## src/rtl/instr_prefetch_queue.sv

```systemverilog
// Instruction prefetch queue: fetches big-endian 16-bit words one byte at a
// time over an 8-bit memory path, queues them together with their PC, and
// presents the queue head to the control unit on a valid/ready handshake.
module instr_prefetch_queue #(
    parameter int          DEPTH    = 4,
    parameter logic [15:0] RESET_PC = 16'h0000
) (
    input  logic                       clk,
    input  logic                       r,
    output logic                       mem_req,
    output logic [15:0]                mem_addr,
    input  logic                       mem_ack,
    input  logic [7:0]                 mem_data,
    input  logic                       flush,
    input  logic [15:0]                flush_pc,
    output logic                       instr_valid,
    output logic [15:0]                instr,
    output logic [15:0]                instr_pc,
    input  logic                       instr_ready,
    output logic [$clog2(DEPTH):0]     level
);

    localparam int AW = $clog2(DEPTH);
    localparam int CW = AW + 1;
    localparam logic [CW-1:0] DEPTH_C = CW'(DEPTH);
    localparam logic [CW:0]   DEPTH_W = (CW+1)'(DEPTH);

    typedef enum logic [1:0] {
        IDLE = 2'd0,
        HI   = 2'd1,
        LO   = 2'd2
    } state_t;

    state_t        state, state_next;
    logic [15:0]   fetch_pc, fetch_pc_next;
    logic [15:0]   mem_addr_next;
    logic [7:0]    hi_byte, hi_byte_next;

    logic [15:0]   buf_instr [DEPTH];
    logic [15:0]   buf_pc    [DEPTH];
    logic [AW-1:0] wr_ptr, rd_ptr, wr_ptr_next, rd_ptr_next;
    logic [CW-1:0] count, count_next;

    logic          ack_taken;
    logic          push;
    logic          pop;
    logic [CW:0]   occ_after;
    logic [15:0]   push_instr;

    logic          head_valid_next;
    logic [15:0]   head_instr_next;
    logic [15:0]   head_pc_next;

    assign mem_req    = (state == HI) || (state == LO);
    assign ack_taken  = mem_req & mem_ack;
    assign pop        = instr_valid & instr_ready;
    assign push_instr = {hi_byte, mem_data};
    assign level      = count;

    // Occupancy once the current LO word lands, used to decide whether to keep fetching.
    assign occ_after  = {1'b0, count} + {{CW{1'b0}}, 1'b1} - {{CW{1'b0}}, pop};

    // Fetch FSM next-state, address sequencing and push generation; flush overrides.
    always_comb begin
        state_next    = state;
        fetch_pc_next = fetch_pc;
        mem_addr_next = mem_addr;
        hi_byte_next  = hi_byte;
        push          = 1'b0;
        case (state)
            IDLE: begin
                if ((count < DEPTH_C) || pop) begin
                    state_next    = HI;
                    mem_addr_next = fetch_pc;
                end
            end
            HI: begin
                if (ack_taken) begin
                    hi_byte_next  = mem_data;
                    mem_addr_next = fetch_pc | 16'h0001;
                    state_next    = LO;
                end
            end
            LO: begin
                if (ack_taken) begin
                    push          = 1'b1;
                    fetch_pc_next = fetch_pc + 16'd2;
                    mem_addr_next = fetch_pc + 16'd2;
                    state_next    = (occ_after < DEPTH_W) ? HI : IDLE;
                end
            end
            default: state_next = IDLE;
        endcase
        if (flush) begin
            push          = 1'b0;
            state_next    = HI;
            fetch_pc_next = {flush_pc[15:1], 1'b0};
            mem_addr_next = {flush_pc[15:1], 1'b0};
        end
    end

    // Queue pointer/count update and selection of the next registered head entry.
    always_comb begin
        wr_ptr_next     = push ? wr_ptr + AW'(1) : wr_ptr;
        rd_ptr_next     = pop  ? rd_ptr + AW'(1) : rd_ptr;
        count_next      = count + CW'(push) - CW'(pop);
        head_valid_next = 1'b0;
        head_instr_next = 16'h0000;
        head_pc_next    = 16'h0000;
        if (flush) begin
            wr_ptr_next = '0;
            rd_ptr_next = '0;
            count_next  = '0;
        end
        if (count_next != '0) begin
            head_valid_next = 1'b1;
            // The slot being written this cycle is not in the buffer yet, so forward it.
            if (push && (rd_ptr_next == wr_ptr)) begin
                head_instr_next = push_instr;
                head_pc_next    = fetch_pc;
            end else begin
                head_instr_next = buf_instr[rd_ptr_next];
                head_pc_next    = buf_pc[rd_ptr_next];
            end
        end
    end

    // Control and head registers with synchronous active-low reset.
    always_ff @(posedge clk) begin
        if (!r) begin
            state       <= IDLE;
            fetch_pc    <= RESET_PC & 16'hFFFE;
            mem_addr    <= 16'h0000;
            hi_byte     <= 8'h00;
            wr_ptr      <= '0;
            rd_ptr      <= '0;
            count       <= '0;
            instr_valid <= 1'b0;
            instr       <= 16'h0000;
            instr_pc    <= 16'h0000;
        end else begin
            state       <= state_next;
            fetch_pc    <= fetch_pc_next;
            mem_addr    <= mem_addr_next;
            hi_byte     <= hi_byte_next;
            wr_ptr      <= wr_ptr_next;
            rd_ptr      <= rd_ptr_next;
            count       <= count_next;
            instr_valid <= head_valid_next;
            instr       <= head_instr_next;
            instr_pc    <= head_pc_next;
        end
    end

    // Queue storage; contents are qualified by count, so no reset is needed.
    always_ff @(posedge clk) begin
        if (r && push) begin
            buf_instr[wr_ptr] <= push_instr;
            buf_pc[wr_ptr]    <= fetch_pc;
        end
    end

endmodule

```

## config.mk

```make
export PLATFORM = sky130hd
export DESIGN_NAME = instr_prefetch_queue
export DESIGN_NICKNAME = d
export VERILOG_FILES = /design/src/rtl/instr_prefetch_queue.sv
export SDC_FILE = /design/constraint.sdc
export NUM_CORES = 1
export LEC_CHECK = 0
export ABC_AREA = 1
export BUFFER_PORTS_ARGS = -buffer_cell sky130_fd_sc_hd__buf_2
export CAP_MARGIN = 5
export CORE_AREA = 5 5 195 197
export CTS_CLUSTER_SIZE = 40
export DETAILED_ROUTE_END_ITERATION = 10
export DIE_AREA = 0 0 200 202
export HOLD_SLACK_MARGIN = 0.12
export PLACE_DENSITY = 0.5
export SLEW_MARGIN = 20
export SYNTH_ARGS = -nofsm -noshare
export SYNTH_HDL_FRONTEND = slang
export SYNTH_SLANG_ARGS = --single-unit
```

## constraint.sdc

```tcl
create_clock -name clk -period 3 [get_ports clk]
set_clock_uncertainty 0.05 [all_clocks]
set_input_delay 0.45 -clock clk [delete_from_list [all_inputs] [get_ports clk]]
set_output_delay 0.45 -clock clk [all_outputs]
set_load 0.01 [all_outputs]
```

==> run_results.csv, run 1 <==
group,metric,value,unit
placement,placed_area,0.00984,mm²
sta,finalSetupTns,0,ns
route,first_pass_iters,5,
setup_path,slowest_stage,"fa_1",
setup_path,cp_slowest_stage_delay,0.37,ns
power_and_ir_drop,power.total,6.29,mW
finish,design_area,0.0106,mm²
grt,grt_max_degree,51,
finish,fill_cells,3843,
sta,post-route-period-util,91.3,%
cts,cts-root-buf,"clkbuf_16",
grt,antenna_found_initial,0,
power_and_ir_drop,p_per_area,593,mW/mm²
floorplanning,ios,82,
floorplanning,start_util,24.6,%
setup_path,crit_fanout,32,
setup_path,cp.arrival,3.12,ns
sta,holdWs,0.151,ns
finish,fin_cells,1523,
route,route.detailed.drc,0,
grt,grt_pass1_wl,36400,µm
grt,grt_pass1_vias,6370,
setup_path,crit_buf_inv,4,
floorplanning,die_y,202,µm
synthesis,netlist_area,0.00889,mm²
synthesis,netlist.area_leader.share,41.9,%
synthesis,ys_ff_latch,204,
synthesis,syn_inst,959,
route,via_per_inst,4.35,
placement,portBuffers,79,
synthesis,post_synth_num_cell_types,35,
setup_path,required,3.38,ns
sta,tightest_slew,0.593,ns
setup_path,cp-end-kind,"flop",
sta,rsz0062_at_grt,"no",
setup_path,cp_cell_sequence,"inv_1 -> ha_1 -> nand3_2 -> ha_1 -> inv_1 -> ha_1 -> inv_1 -> fa_1 -> nand2_1 -> nand3_1 -> o21ai_2 -> buf_12 -> nand2_1 -> nor2_1",
cts,clock_path_buffers,3,
route,routed_wl,22900,µm
floorplanning,core,0.0361,mm²
synthesis,synth.avg_cell_area,9.27,µm²
placement,dp.cells,1483,
finish,synthToLayoutAreaGrowth,19.1,%
finish,nets,1081,
sta,final_hold_viol_count,0,
route,vias,6618,
placement,place_congestion,0.763,
grt,grtUsageTotal,11.2,%
synthesis,async_reset_ff_share,0,%
outcome,outcome,"finished, final reports clean",
setup_path,path_class,"flop to flop",
sta,setup_viol,0,
grt,grt_overflow_total,0,
synthesis,ys_seq_area_share,59.9,%
synthesis,synth-edff-count,124,
sta,slew_headroom,60.1,%
sta,drv_slew,0,
finish,n_antenna_cell,0,
run,drv_cap,0,
synthesis,yosys.area.top_type,"edfxtp_1",
cts,cts_max_level,1,
synthesis,ys.flop_type,"edfxtp_1",
sta,fin_ws,0.261,ns
finish,final_core_util,29.4,%
route,antenna_left,0,
finish,drive_gt1_share,15.1,%
power_and_ir_drop,ir_worst_vdd,359,µV
floorplanning,chipWidth,200,µm
setup_path,crit_path_start_kind,"flop",
cts,cts_sinks,204,
cts,insertion_delay,0.50,ns
sta,period_needed,2.74,ns
route,wl_per_cell,15.1,µm
power_and_ir_drop,p_leak,4.31,nW
synthesis,syn-num-nets,1001,
hold_path,hold_class,"input pin to flop",
synthesis,yosys-top-cells-area,"edfxtp_1 42%, dfxtp_1 18%, nand2_1 7.5%",
sta,timing.fmax,365,MHz
placement,post-dp-hpwl,14800,µm
route,drt_iter0_drc,417,
synthesis,synth_most_common_cell,"nand2_1",
synthesis,yosys_warnings,0,
floorplanning,fp-row-count,70,
setup_path,crit_family,"adder cells",
floorplanning,die_area,0.0404,mm²
cts,numCtsBuffers,22,
cts,clk_transition_reported_paths,0.06,ns
synthesis,ys_top_cells_by_count,"178 x nand2_1, 124 x edfxtp_1, 124 x inv_1",
placement,dp_slack,0.247,ns
cts,cts_tree,"yes",
==> power by group <==
group          leakage, nW  internal [mW]  switching, mW  total [mW]
Sequential            1.79           3.04         0.0706        3.11
Combinational         2.15          0.147          0.284       0.431
Clock                0.374           1.65           1.09        2.74
==> registers in the layout, indices dropped and copies added (netlist names) <==
signal       cells
buf_instr       64
buf_pc          60
instr           16
mem_addr        16
fetch_pc        15
instr_pc        15
hi_byte          8
level            3
rd_ptr           2
state            2
wr_ptr           2
instr_valid      1
==> layout by cell type (no fill, tap or decap), types with 12 or more instances in the layout <==
cell,instances
nor2_1,118
inv_1,124
nand4_1,23
clkbuf_16,23
o21ai_0,79
buf_4,21
a21oi_1,24
nand2_1,178
nand3_1,46
ha_1,12
dfxtp_1,80
buf_2,79
o211ai_1,26
edfxtp_1,124
o21ai_1,22
a31oi_1,15
==> per-layer routing <==
layer,vias up,part of all wire [%],global-route usage (%),routed length (µm)
met2,157,44,17.2,10100
met4,0,1.6,2.35,367
li1,3355,-,-,-
met3,25,4.7,1.63,1080
met5,-,0,0,0
met1,3081,49,16.6,11300
==> final cells by class <==
| type | instances | area, µm² | area share, % |
|---|---|---|---|
| Sequential cell | 204 | 5330 | 50.3 |
| Clock buffer | 31 | 676 | 6.38 |
| Inverter | 128 | 482 | 4.55 |
| Tap cell | 468 | 586 | 5.53 |
| Clock inverter | 9 | 70.1 | 0.661 |
| Multi-Input combinational cell | 581 | 2860 | 27.0 |
| Timing Repair Buffer | 102 | 593 | 5.60 |
==> worst reg2reg max path, stage by stage (launching register included) <==
cell	delay, ns
dfxtp_1	0.35
inv_1	0.10
ha_1	0.28
nand3_2	0.15
ha_1	0.31
inv_1	0.06
ha_1	0.13
inv_1	0.05
fa_1	0.37
nand2_1	0.08
nand3_1	0.10
o21ai_2	0.20
buf_12	0.23
nand2_1	0.10
nor2_1	0.11
==> final timing paths <==
check,startpoint,endpoint,slack (ns),cells past startpoint
setup reg to reg,state[0]$_SDFFE_PN0P_,instr_pc[5]$_SDFF_PN0_,0.26,14
setup / recovery,state[0]$_SDFFE_PN0P_,instr_pc[5]$_SDFF_PN0_,0.26,14
hold reg to reg,hi_byte[2]$_SDFFE_PN0P_,buf_instr[2][10]$_DFFE_PP_,0.46,0
hold / removal,mem_data[0],buf_instr[2][0]$_DFFE_PP_,0.15,1
==> kinds of logic (layout without fill, tap and decap cells) <==
| logic type | count (synthesis) | in the layout | synth area share, % |
|---|---|---|---|
| fa+ha+maj | 13 | 13 | 1.91 |
| simple gates | 384 | 384 | 18.2 |
| buf+inv | 174 | 270 | 8.15 |
| compound gates | 177 | 177 | 11.2 |
| xor+xnor | 6 | 6 | 0.591 |
| flops | 204 | 204 | 59.9 |
| other cells | 1 | 1 | 0.0422 |
==> timing repair <==
item,CTS,global route
buffers inserted,0,0
hold buffers,0,0
endpoints found under the setup margin,0,3
gates resized for setup,0,1
Power figures use the tool's default switching activity.
==> run 2: changes to the inputs <==
Settings changed: ABC_AREA 1 to unset, CORE_AREA 5 5 195 197 to 5 5 198 200, DIE_AREA 0 0 200 202 to 0 0 203 205.
==> run_results.csv, run 2 <==
group,metric,value,unit
outcome,outcome,"finished, final reports clean",
floorplanning,chipWidth,203,µm
finish,drive_gt1_share,23.6,%
floorplanning,die_y,205,µm
sta,setup_viol,0,
synthesis,yosys-top-cells-area,"edfxtp_1 41%, dfxtp_1 18%, mux2i_1 7.8%",
synthesis,netlist_area,0.00913,mm²
placement,post-dp-hpwl,16000,µm
grt,grtUsageTotal,11.8,%
floorplanning,core,0.0372,mm²
sta,timing.fmax,349,MHz
route,wl_per_cell,19.0,µm
floorplanning,die_area,0.0416,mm²
run,drv_cap,0,
synthesis,netlist.area_leader.share,40.8,%
finish,design_area,0.0115,mm²
synthesis,yosys.area.top_type,"edfxtp_1",
floorplanning,start_util,24.5,%
placement,portBuffers,79,
cts,numCtsBuffers,24,
synthesis,synth_most_common_cell,"edfxtp_1",
synthesis,post_synth_num_cell_types,60,
sta,finalSetupTns,0,ns
synthesis,ys_seq_area_share,58.3,%
sta,final_hold_viol_count,0,
synthesis,yosys_warnings,0,
floorplanning,ios,82,
sta,post-route-period-util,95.5,%
cts,cts_sinks,204,
sta,tightest_slew,0.840,ns
route,via_per_inst,4.78,
setup_path,cp.arrival,3.23,ns
finish,regMostFlops,"buf_instr",
setup_path,crit_fanout,7,
synthesis,ys.flop_type,"edfxtp_1",
sta,slew_headroom,43.8,%
placement,place_congestion,0.792,
cts,cts-root-buf,"clkbuf_16",
floorplanning,fp-row-count,71,
finish,reg.largest.list,"buf_instr x64, buf_pc x60",
setup_path,cp-end-kind,"flop",
finish,nets,911,
grt,antenna_found_initial,0,
grt,grt_pass1_wl,38900,µm
route,antenna_left,0,
route,routed_wl,25900,µm
cts,clk_transition_reported_paths,0.06,ns
power_and_ir_drop,ir_worst_vdd,348,µV
route,route.detailed.drc,0,
synthesis,synth.avg_cell_area,12.0,µm²
route,drt_iter0_drc,387,
synthesis,async_reset_ff_share,0,%
synthesis,syn-num-nets,802,
grt,grt_pass1_vias,6460,
finish,final_common_cell,"edfxtp_1",
synthesis,ys_top_cells_by_count,"124 x edfxtp_1, 80 x dfxtp_1, 71 x mux2i_1",
route,vias,6508,
power_and_ir_drop,p_per_area,572,mW/mm²
finish,largest_reg_flops,64,
power_and_ir_drop,p_leak,4.02,nW
setup_path,path_class,"flop to flop",
finish,n_antenna_cell,0,
cts,clock_path_buffers,3,
cts,insertion_delay,0.51,ns
sta,rsz0062_at_grt,"no",
placement,placed_area,0.0103,mm²
setup_path,crit_path_start_kind,"flop",
sta,period_needed,2.86,ns
sta,holdWs,0.158,ns
finish,fill_cells,3778,
sta,drv_slew,0,
synthesis,syn_inst,760,
cts,cts_tree,"yes",
synthesis,ys_ff_latch,204,
setup_path,required,3.36,ns
synthesis,synth-edff-count,124,
grt,grt_overflow_total,0,
finish,layout_common_cells,"124 x edfxtp_1, 79 x buf_2, 77 x dfxtp_1, 70 x mux2i_1, 64 x nand2_1",
finish,synthToLayoutAreaGrowth,25.6,%
grt,grt_max_degree,33,
cts,cts_max_level,1,
finish,final_core_util,30.8,%
route,first_pass_iters,4,
hold_path,hold_class,"input pin to flop",
-- run 2: final timing paths --
check / from / slack, ns / to / depth (start not counted)
min reg2reg: mem_addr[2]$_SDFFE_PN0P_ / 0.41 / mem_addr[2]$_SDFFE_PN0P_ / 2
max reg2reg: state[0]$_SDFFE_PN0P_ / 0.14 / instr_pc[4]$_SDFF_PN0_ / 16
min: mem_data[7] / 0.16 / buf_instr[2][7]$_DFFE_PP_ / 1
max: state[0]$_SDFFE_PN0P_ / 0.14 / instr_pc[4]$_SDFF_PN0_ / 16
-- run 2: power by group --
group | switching, mW | leakage [nW] | internal, mW
sequential | 0.0544 | 1.84 | 3.02
combinational | 0.258 | 1.76 | 0.178
clock | 1.15 | 0.416 | 1.90
total | 1.46 | 4.02 | 5.10
-- run 2: stage by stage --
| step | worst slack (ns) | total power, mW | cells |
|---|---|---|---|
| 6_report | 0.136 | 6.56 | 1361 |
| 5_1_grt | 0.000427 | 6.80 | 1361 |
| 4_1_cts | 0.0634 | 6.62 | 1349 |
| 3_5_place_dp | 0.0359 | 3.54 | 1300 |
| 3_3_place_gp | 0.0441 | 3.54 | 1300 |
| 2_1_floorplan | 0.0163 | 3.36 | 760 |
-- run 2: final cells by class --
type,instances,area (µm²),area share [%]
flip-flops and latches,204,5330,46.5
multi-input cells,486,3520,30.7
repair buffers,142,1150,10.0
clock buffers,34,709,6.18
well taps,474,593,5.17
clock inverters,10,128,1.11
inverters,11,41.3,0.360
-- run 2: per-layer routing --
| metal | share of wire [%] | track usage (%) | wire length [µm] | vias to the layer above |
|---|---|---|---|---|
| met5 | 0 | 0 | 0 | - |
| met4 | 1.9 | 2.86 | 486 | 0 |
| met3 | 4.6 | 2.06 | 1200 | 38 |
| met2 | 46 | 19.2 | 11900 | 154 |
| met1 | 48 | 16.4 | 12300 | 3227 |
| li1 | - | - | - | 3089 |
-- run 2: logic make-up after synthesis --
logic type	after synthesis	synth area share (%)
other	1	0.0411
adders and majority gates	13	1.86
DFF	204	58.3
xor gates and xnor gates	22	2.11
and+or+nand+nor	165	8.30
muxes	105	12.2
AOI/OAI and AO/OA	180	13.4
buffers and inverters	70	3.75
-- run 2: critical path, cell delays in order, from the launching register on --
cell	delay (ns)
dfxtp_2	0.32
inv_2	0.07
ha_4	0.14
nand3_2	0.08
ha_1	0.27
inv_1	0.06
ha_1	0.13
inv_1	0.05
fa_2	0.37
xnor2_2	0.17
xnor2_2	0.17
a31oi_4	0.21
buf_12	0.15
buf_12	0.10
clkbuf_16	0.14
nand2_1	0.07
mux2i_2	0.22
-- run 2: timing repair --
item                       4_1_cts  5_1_grt
hold endpoints to repair         5        0
hold buffers                     5        0
setup endpoints to repair        0       21
gates resized for setup          0       15
setup buffers                    0        4
==> run 3: changes to the inputs <==
Settings changed: PLACE_DENSITY 0.5 to 0.44.
Clock period 3 ns to 2.7 ns, I/O delays scaled along.
==> run_results.csv, run 3 (synthesized netlist as in run 2, its figures left out) <==
group,metric,value,unit
sta,setup_viol,0,
route,drt_iter0_drc,415,
route,routed_wl,26400,µm
cts,clock_path_buffers,3,
power_and_ir_drop,p_leak,4.16,nW
placement,post-dp-hpwl,15700,µm
power_and_ir_drop,p_per_area,621,mW/mm²
grt,grt_pass1_wl,40800,µm
cts,cts-root-buf,"clkbuf_16",
placement,dp.cells,1301,
placement,place_congestion,0.750,
route,vias,6571,
setup_path,cp.arrival,3.02,ns
finish,layout_common_cells,"124 x edfxtp_1, 79 x buf_2, 76 x dfxtp_1, 68 x mux2i_1, 52 x nand2_1",
grt,antenna_found_initial,0,
floorplanning,start_util,24.5,%
floorplanning,fp-row-count,71,
finish,regMostFlops,"buf_instr",
route,route.detailed.drc,0,
setup_path,reg2reg_slack,0.01,ns
cts,clk_transition_reported_paths,0.06,ns
run,drv_cap,0,
grt,grt_pass1_vias,6798,
sta,period_needed,2.69,ns
finish,fill_cells,3748,
finish,reg.largest.list,"buf_instr x64, buf_pc x60",
cts,numCtsBuffers,24,
sta,final_hold_viol_count,0,
setup_path,required,3.04,ns
floorplanning,core,0.0372,mm²
cts,cts_sinks,204,
finish,seqCellArea,0.00533,mm²
finish,final_core_util,31.7,%
setup_path,crit_fanout,7,
floorplanning,die_area,0.0416,mm²
sta,post-route-period-util,99.5,%
cts,cts_tree,"yes",
finish,fin_cells,1382,
finish,final_common_cell,"edfxtp_1",
route,first_pass_iters,5,
setup_path,path_class,"flop to flop",
cts,insertion_delay,0.52,ns
finish,drive_gt1_share,27.6,%
outcome,outcome,"finished, final reports clean",
floorplanning,chipWidth,203,µm
grt,grt_overflow_total,0,
finish,multi_input_area,0.00365,mm²
floorplanning,ios,82,
finish,synthToLayoutAreaGrowth,29.4,%
sta,timing.fmax,372,MHz
setup_path,crit_path_start_kind,"flop",
sta,drv_slew,0,
cts,cts_max_level,1,
power_and_ir_drop,ir_worst_vdd,360,µV
setup_path,cp-end-kind,"flop",
finish,n_antenna_cell,0,
sta,slew_headroom,56.3,%
floorplanning,die_y,205,µm
sta,tightest_slew,0.652,ns
grt,grtUsageTotal,12.4,%
route,via_per_inst,4.75,
route,wl_per_cell,19.1,µm
finish,nets,932,
placement,portBuffers,79,
grt,grt_max_degree,33,
route,antenna_left,0,
hold_path,hold_class,"input pin to flop",
sta,rsz0062_at_grt,"yes",
finish,largest_reg_flops,64,
## run 3: final timing paths
check | cells past startpoint | start | to
min reg2reg | 2 | mem_addr[2]$_SDFFE_PN0P_ | mem_addr[2]$_SDFFE_PN0P_
max | 16 | state[0]$_SDFFE_PN0P_ | instr_pc[10]$_SDFF_PN0_
max reg2reg | 16 | state[0]$_SDFFE_PN0P_ | instr_pc[10]$_SDFF_PN0_
min | 1 | mem_data[5] | buf_instr[2][5]$_DFFE_PP_
## run 3: layout make-up
class | instances | area share (%)
sequential | 204 | 45.1
tap | 474 | 5.02
multi-input combinational | 486 | 30.9
inverter | 11 | 0.392
clock buffer | 34 | 5.92
timing repair buffer | 163 | 11.5
clock inverter | 10 | 1.11
## run 3: layer usage
layer,up-vias,GRT usage (%),part of all wire (%)
li1,3142,-,-
met1,3252,17.3,47
met2,150,20.7,47
met3,27,2.06,4.2
met4,0,2.28,1.3
met5,-,0,0
## run 3: through the flow
stage                     setup WS, ns  hold WS [ns]  total power, mW  setup TNS [ns]  area (µm²)
after detailed placement        -0.135         0.393             3.94           -1.73       10400
final                           0.0141         0.133             7.34               0       11800
after global routing            -0.123         0.140             7.62           -1.81       11800
after global placement          -0.141         0.389             3.94           -2.21       10400
after CTS                     -0.00817         0.128             7.38         -0.0157       11600
after floorplan                 -0.187         0.405             3.74           -5.66        9240
## run 3: timing repair
| action | CTS | global route |
|---|---|---|
| resized for setup | 23 | 30 |
| hold buffers | 11 | 0 |
| endpoints found under the setup margin | 29 | 51 |
| setup buffers | 12 | 10 |
| gates cloned | 4 | 1 |
| pin swaps | 7 | 10 |
| endpoints found under the hold margin | 29 | 0 |
## run 3: worst max-delay path, cell delays in order, from the launching register on
cell      delay [ns]
dfxtp_2         0.32
inv_2           0.07
ha_4            0.14
nand3_4         0.07
ha_4            0.22
inv_4           0.05
ha_4            0.11
inv_2           0.03
fa_2            0.34
xnor2_2         0.15
xnor2_2         0.24
a31oi_4         0.13
buf_12          0.16
buf_12          0.13
buf_12          0.13
o211ai_1        0.09
mux2i_1         0.10
## run 3: power breakdown
group / internal (mW) / total, mW / switching, mW / leakage, nW
Combinational: 0.251 / 0.570 / 0.319 / 1.92
Sequential: 3.35 / 3.40 / 0.0497 / 1.84
Clock: 2.09 / 3.37 / 1.28 / 0.401
Total: 5.69 / 7.34 / 1.65 / 4.16
